## config.mk

```make
export PLATFORM = sky130hd
export DESIGN_NAME = aes_out_serializer
export DESIGN_NICKNAME = d
export VERILOG_FILES = /design/src/rtl/aes_pkg.sv /design/src/rtl/aes_out_serializer.sv
export SDC_FILE = /design/constraint.sdc
export NUM_CORES = 1
export LEC_CHECK = 0
export BUFFER_PORTS_ARGS = -buffer_cell sky130_fd_sc_hd__buf_4
export CORE_MARGIN = 2
export CORE_UTILIZATION = 48
export CTS_CLUSTER_DIAMETER = 50
export CTS_CLUSTER_SIZE = 28
export DETAILED_ROUTE_END_ITERATION = 8
export PLACE_DENSITY = 0.76
export SYNTH_ARGS = -nofsm -noshare
export SYNTH_HDL_FRONTEND = slang
export SYNTH_SLANG_ARGS = --single-unit
```

## constraint.sdc

```tcl
create_clock -name clk -period 4 [get_ports clk]
set_input_delay 0.4 -clock clk [delete_from_list [all_inputs] [get_ports clk]]
set_output_delay 0.4 -clock clk [all_outputs]
set_load 0.005 [all_outputs]
```

## src/rtl/aes_pkg.sv

```systemverilog
//------------------------------------------------------------------------------
// Module : aes_pkg
// Brief  : Shared AES datapath widths and serializer state encoding.
// Rev    : 1.0
//------------------------------------------------------------------------------
`default_nettype none

package aes_pkg;

    localparam int AES_BLOCK_W = 128;
    localparam int AES_WORD_W  = 32;
    localparam int AES_WORDS   = AES_BLOCK_W / AES_WORD_W;

    typedef enum logic [0:0] {
        IDLE = 1'b0,
        SEND = 1'b1
    } aes_state_e;

endpackage : aes_pkg

`default_nettype wire

```

## src/rtl/aes_out_serializer.sv

```systemverilog
//------------------------------------------------------------------------------
// Module : aes_out_serializer
// Brief  : Splits an AES block into words, most-significant word first.
// Rev    : 1.0
//------------------------------------------------------------------------------
`default_nettype none

module aes_out_serializer
    import aes_pkg::*;
#(
    parameter int WIDTH   = AES_WORD_W,
    parameter int BLOCK_W = AES_BLOCK_W
) (
    input  logic               clk,
    input  logic               rst,
    input  logic               blk_valid_i,
    input  logic [BLOCK_W-1:0] blk_data_i,
    output logic               blk_ready_o,
    output logic               word_valid_o,
    output logic [WIDTH-1:0]   word_data_o,
    output logic [1:0]         word_idx_o,
    output logic               word_last_o,
    input  logic               word_ready_i
);

    localparam int         WORDS    = BLOCK_W / WIDTH;
    localparam logic [1:0] LAST_IDX = 2'(WORDS - 1);

    if ((BLOCK_W % WIDTH) != 0) begin : g_bad_width
        $error("BLOCK_W must be a multiple of WIDTH");
    end

    aes_state_e         r_state;
    logic [1:0]         r_idx;
    logic [BLOCK_W-1:0] r_hold;

    logic w_send;
    logic w_last;
    logic w_blk_hs;
    logic w_word_hs;

    assign w_send    = (r_state == SEND);
    assign w_last    = w_send && (r_idx == LAST_IDX);
    assign w_word_hs = w_send && word_ready_i;
    assign w_blk_hs  = blk_valid_i && blk_ready_o;

    // A new block may enter on the same edge the final word leaves.
    assign blk_ready_o  = !w_send || (w_last && word_ready_i);
    assign word_valid_o = w_send;
    assign word_last_o  = w_last;
    assign word_idx_o   = r_idx;

    always_comb begin
        word_data_o = '0;
        for (int k = 0; k < WORDS; k++) begin
            if (r_idx == 2'(k)) begin
                word_data_o = r_hold[BLOCK_W-1-k*WIDTH -: WIDTH];
            end
        end
    end

    // Index stays at the last value when returning to IDLE; only a new block rewinds it.
    always_ff @(posedge clk or posedge rst) begin
        if (rst) begin
            r_state <= IDLE;
            r_idx   <= 2'd0;
            r_hold  <= '0;
        end else if (w_blk_hs) begin
            r_state <= SEND;
            r_idx   <= 2'd0;
            r_hold  <= blk_data_i;
        end else if (w_word_hs) begin
            if (w_last) begin
                r_state <= IDLE;
            end else begin
                r_idx <= r_idx + 2'd1;
            end
        end
    end

endmodule : aes_out_serializer

`default_nettype wire

```

==> flow_metrics.tcl, run 1 <==
set metrics [dict create \
    status "completed" \
    slew_headroom_pct 36.6 \
    hold_buffers 0 \
    cts_tree "built" \
    p_switching_w 0.00226 \
    drt_iter0_markers 284 \
    numCtsBuffers 17 \
    ys_ff_latch 131 \
    fin_tns_setup_ns 0 \
    rsz0062_at_grt "no" \
    crit_path_end_kind "output port" \
    die_h_um 121 \
    power.internal_w 0.00496 \
    num_rows 42 \
    cts_setup_buffers 0 \
    critPathArrivalTime_ns 2.99 \
    criticalPathCategory "reg -> out" \
    insertion_delay_ns 0.42 \
    io_buffer_count 168 \
    hold_viol 0 \
    tightestPinTransition_ns 0.947 \
    ys_types 27 \
    cts.sinks 131 \
    area_delta_synth_final_pct 27.4 \
    ant_nets 0 \
    worstPathRequired_ns 3.60 \
    yosysSeqAreaShare_pct 49.9 \
    p_comb_share_pct 44.4 \
    finalCoreUtilization_pct 62.9 \
    p_leak_nw 4.28 \
    initial_core_util_pct 49.4 \
    ir_worst_vdd_mv 0.461 \
    avgRoutedWirePerCell_um 18.9 \
    path_max_fanout 31 \
    drive_gt1_share_pct 55.6 \
    ys_top_cells_by_area "dfrtp_1 (50%), mux2_4 (27%), a221oi_1 (6.7%)" \
    netlist_instances 447 \
    max_clock_freq_mhz 295 \
    grt_max_degree 78 \
    grt_pass1_vias 4566 \
    io_pins 169 \
    grt_pass1_wl_um 23900 \
    antenna_found_initial 0 \
    grtUsageTotal_pct 21.2 \
    startpoint_type "register" \
    yosys.area.top_type_share_pct 49.9 \
    finalCritPeriodShare_pct 84.8 \
    wirelength_um 15000 \
    cts_root_buffer "clkbuf_16" \
    vias 4252 \
    yosys.area_share.simple_pct 3.26 \
    synth_top_family_by_area "multiplexers" \
    yosys.area_share.xor_xnor_pct 0 \
    num_antenna_cells 0 \
    synth_fa_ha_area_share_pct 0.762 \
    whs_ns 0.133 \
    syn_area_mm2 0.00657 \
    die_area_mm2 0.0146 \
    dp_hpwl_um 10100 \
    synth_top_area_cell "dfrtp_1" \
    synthMuxAreaShare_pct 28.8 \
    core-area_mm2 0.0133 \
    syn_nets 583 \
    clock_power_share_pct 22.0 \
    drc 0 \
    swShare_pct 31.3 \
    synth-compound-area-share_pct 9.47 \
    ys.warnings.count 0 \
    cap_violations 0 \
    fp.dieW_um 121 \
    avgSynthCellArea_um2 14.7 \
    fin_nets 743 \
    via_per_inst 5.34 \
    slew_violations 0 \
    min_period_ns 3.39 \
    grt_overflow 0 \
    clock_path_buffers 2 \
    seq_power_share_pct 33.6 \
    post_cts_resized 0 \
    finalSetupViolCount 0 \
    skew_ns 0.00897 \
    holdCritPathClass "in -> async" \
    p_per_area_mw_per_mm2 864 \
    htreeDepth 4 \
    drtPass1Iterations 4 \
    gp_congestion 0.816 \
    path_clk_slew_ns 0.06 \
]
[critical path: stages (launching register included)]
cell	delay (ns)
dfrtp_1	0.45
ha_2	0.61
or2_1	0.51
buf_4	0.40
a221oi_1	0.09
a221oi_1	0.33
buf_4	0.18
[routing by layer]
metal / part of all wire (%) / GRT usage [%] / vias up / routed length, um
li1: - / - / 1951 / -
met1: 44 / 27.5 / 2166 / 6560
met2: 49 / 33.5 / 124 / 7410
met3: 6.3 / 7.80 / 11 / 946
met4: 0.77 / 5.96 / 0 / 116
met5: 0 / 0 / - / 0
[state kept, by name, indices dropped and copies added, names as in the netlist]
register	count
word_idx_o	2
r_hold	128
word_valid_o	1
[through the flow]
step	area [um^2]	setup WS [ns]	power (W)	cells
5_1_grt	8360	0.343	0.00767	796
4_1_cts	8360	0.571	0.00727	796
3_5_place_dp	7750	1.03	0.00564	764
6_report	8360	0.608	0.00723	796
2_1_floorplan	6570	0.102	0.00462	447
3_3_place_gp	7750	1.17	0.00552	764
[cells by family after synthesis]
kind of cell	count (synthesis)
AND/OR/NAND/NOR	43
multiplexers	128
adder cells (fa/ha/maj)	4
flip-flops	131
AO/OA/AOI/OAI	76
buffers and inverters	65
[power groups by stage]
stage	clock network (W)	registers [W]	logic (W)
detailed placement	0	0.00243	0.00321
global route	0.00168	0.00249	0.00349
CTS	0.00162	0.00241	0.00323
global placement	0	0.00239	0.00313
finish	0.00159	0.00243	0.00321
floorplan	0	0.00228	0.00233
[cell usage after synthesis]
cell type / n
o2bb2ai_1: 3
and2_1: 1
a22o_1: 2
nand3b_1: 7
or2_1: 1
buf_4: 4
a21oi_1: 13
nor2_1: 29
ha_1: 4
clkbuf_1: 10
buf_6: 5
mux2_2: 8
dfrtp_1: 131
nor2b_1: 1
nand2_4: 1
buf_12: 13
nand2b_1: 1
or3b_2: 1
a21bo_4: 1
a221oi_2: 2
o22ai_1: 3
mux2_4: 120
inv_1: 30
o21ai_0: 2
a221oi_1: 50
buf_2: 3
or2b_1: 1
[cells in the final DEF (no fill, tap or decap), types with 4 or more instances in the layout]
cell          n
a21oi_1      13
a221oi_1     50
buf_4       174
clkbuf_16    17
clkinv_2      4
clkinvlp_4    4
dfrtp_1     131
inv_1        29
mux2_2        8
mux2_4      120
nand3b_1      7
nor2_1       29
[final timing paths]
path / from / end / slack, ns / depth (start not counted)
min in group clk: blk_data_i[124] / r_hold[124] / 0.21 / 2
setup reg to reg: word_idx_o[0] / r_hold[104] / 1.22 / 5
hold reg to reg: r_hold[20] / r_hold[20] / 0.51 / 1
setup / recovery: word_idx_o[0] / word_data_o[20] / 0.61 / 6
hold / removal: rst / r_hold[42] / 0.13 / 2
max in group asynchronous: rst / r_hold[108] / 2.99 / 3
[cell type report]
| type | instances | area (um^2) |
|---|---|---|
| Inverter | 30 | 115 |
| Multi-Input combinational cell | 251 | 2790 |
| Fill cell | 999 | 4930 |
| Sequential cell | 131 | 3280 |
| Timing Repair Buffer | 176 | 1350 |
| Clock buffer | 19 | 453 |
| Tap cell | 176 | 220 |
| Clock inverter | 13 | 158 |
(Power assumes the default switching activity.)
==> run 2, diff against run 1 <==
==> constraint.sdc (replaced) <==
create_clock -name clk -period 3 [get_ports clk]
set_input_delay 0.3 -clock clk [delete_from_list [all_inputs] [get_ports clk]]
set_output_delay 0.3 -clock clk [all_outputs]
set_load 0.005 [all_outputs]
==> run 2 against run 1 <==
Effect of this change: via count rose by 1.6%; total power rose by 31%; non-clock buffer count rose by 6; die area did not move; combinational power rose by 36%; final area fell by 0.24%; critical path type unchanged; largest power group unchanged.
==> flow_metrics.tcl, run 2 (same netlist as run 1, synthesis figures left out) <==
set metrics [dict create \
    status "completed" \
    drc 0 \
    ant_nets 0 \
    hold_buffers 0 \
    cts_root_buffer "clkbuf_16" \
    cts.sinks 131 \
    min_period_ns 2.76 \
    worstPathRequired_ns 2.70 \
    ir_worst_vdd_mv 0.540 \
    design_power_total_w 0.00946 \
    top_register "r_hold" \
    grtUsageTotal_pct 22.0 \
    path_clk_slew_ns 0.06 \
    wirelength_um 15200 \
    path_max_fanout 25 \
    cts_setup_buffers 0 \
    placedCellCount 770 \
    slew_violations 0 \
    fp.dieW_um 121 \
    crit_chain "ha_2 > or2_1 > buf_4 > a221oi_1 > a221oi_1 > buf_4" \
    core-area_mm2 0.0133 \
    grt_pass1_wl_um 24600 \
    drt_iter0_markers 255 \
    largest_reg_flops 128 \
    finalSetupViolCount 0 \
    avgRoutedWirePerCell_um 19.1 \
    drive_gt1_share_pct 55.7 \
    grt_overflow 0 \
    io_pins 169 \
    final_common_cell "buf_4" \
    cap_violations 0 \
    finalCritPeriodShare_pct 92.0 \
    via_per_inst 5.40 \
    final_cell_count_no_fill 799 \
    criticalPathCategory "reg -> out" \
    rsz0062_at_grt "no" \
    htreeDepth 4 \
    insertion_delay_ns 0.42 \
    grt_max_degree 132 \
    initial_core_util_pct 49.4 \
    startpoint_type "register" \
    hold_viol 0 \
    path_buf_inv 2 \
    num_rows 42 \
    io_buffer_count 168 \
    critical_path.max_stage_delay_ns 0.53 \
    area_delta_synth_final_pct 27.1 \
    p_leak_nw 4.29 \
    drtPass1Iterations 4 \
    cp_top_family "adder cells" \
    tightestPinTransition_ns 0.744 \
    antenna_found_initial 0 \
    final_cell_mix "buf_4 (178), dfrtp_1 (131), mux2_4 (120)" \
    cts_tree "built" \
    die_h_um 121 \
    max_clock_freq_mhz 362 \
    crit_path_end_kind "output port" \
    p_per_area_mw_per_mm2 1130 \
    gp_congestion 0.780 \
    clock_path_buffers 2 \
    fin_tns_setup_ns 0 \
    num_antenna_cells 0 \
    slew_headroom_pct 50.4 \
    numCtsBuffers 17 \
    post_cts_resized 0 \
    die_area_mm2 0.0146 \
    critPathArrivalTime_ns 2.46 \
    holdCritPathClass "in -> async" \
    grt_pass1_vias 4744 \
    cp_slowest_cell "ha_2" \
    skew_ns 0.00469 \
    dp_hpwl_um 10200 \
    fin_nets 749 \
    vias 4318 \
    finalCoreUtilization_pct 62.8 \
]
run 2: cell count changes in the layout (fill, tap and decap cells not counted), sizes merged:
| cell | previous run | this run |
|---|---|---|
| clkinv | 5 | 6 |
| bufinv | 3 | 0 |
| clkbuf | 19 | 23 |
| inv | 31 | 29 |
| clkinvlp | 4 | 1 |
| buf | 176 | 182 |
run 2: worst paths after layout:
| path | from | endpoint | slack, ns | cells past startpoint |
|---|---|---|---|---|
| min in group clk | blk_data_i[97] | r_hold[97] | 0.11 | 2 |
| hold / removal | rst | r_hold[6] | 0.02 | 3 |
| setup / recovery | word_idx_o[0] | word_data_o[22] | 0.24 | 6 |
| setup reg to reg | word_idx_o[0] | r_hold[7] | 0.58 | 5 |
| max in group asynchronous | rst | r_hold[45] | 2.37 | 3 |
| hold reg to reg | r_hold[31] | r_hold[31] | 0.51 | 1 |
run 2: per-layer routing:
layer	share of wire, %	up-vias	GRT usage [%]
met4	1.1	0	7.34
met1	43	2208	28.2
met2	49	143	34.9
li1	-	1955	-
met3	6.9	12	7.71
met5	0	-	0
run 2: area by class of cell:
class	count	area, um^2
clock buffer	23	498
timing repair buffer	182	1410
fill	992	4950
tap	176	220
inverter	30	116
sequential	131	3280
clock inverter	6	30.0
multi-input combinational	251	2790
run 2: through the flow:
| step | instance area (um^2) | setup WS [ns] | hold slack [ns] |
|---|---|---|---|
| 3_5_place_dp | 7810 | 0.603 | 0.492 |
| 6_report | 8340 | 0.240 | 0.0220 |
| 5_1_grt | 8340 | 0.0535 | 0.0859 |
| 2_1_floorplan | 6570 | 1.08 | 0.403 |
| 4_1_cts | 8340 | 0.132 | 0.0876 |
| 3_3_place_gp | 7810 | 0.674 | 0.489 |
run 2: worst reg2reg max path, stage by stage, from the launching register on:
cell,delay [ns]
dfrtp_1,0.44
ha_2,0.38
a21bo_4,0.30
nand2_8,0.44
buf_4,0.41
mux2_4,0.34
run 2: power by group:
part           internal [W]  leakage [nW]  total [W]  switching [W]
combinational       0.00264          2.45    0.00437        0.00173
sequential          0.00267          1.57    0.00323       0.000562
clock               0.00114         0.270    0.00186       0.000719
total               0.00645          4.29    0.00946        0.00301
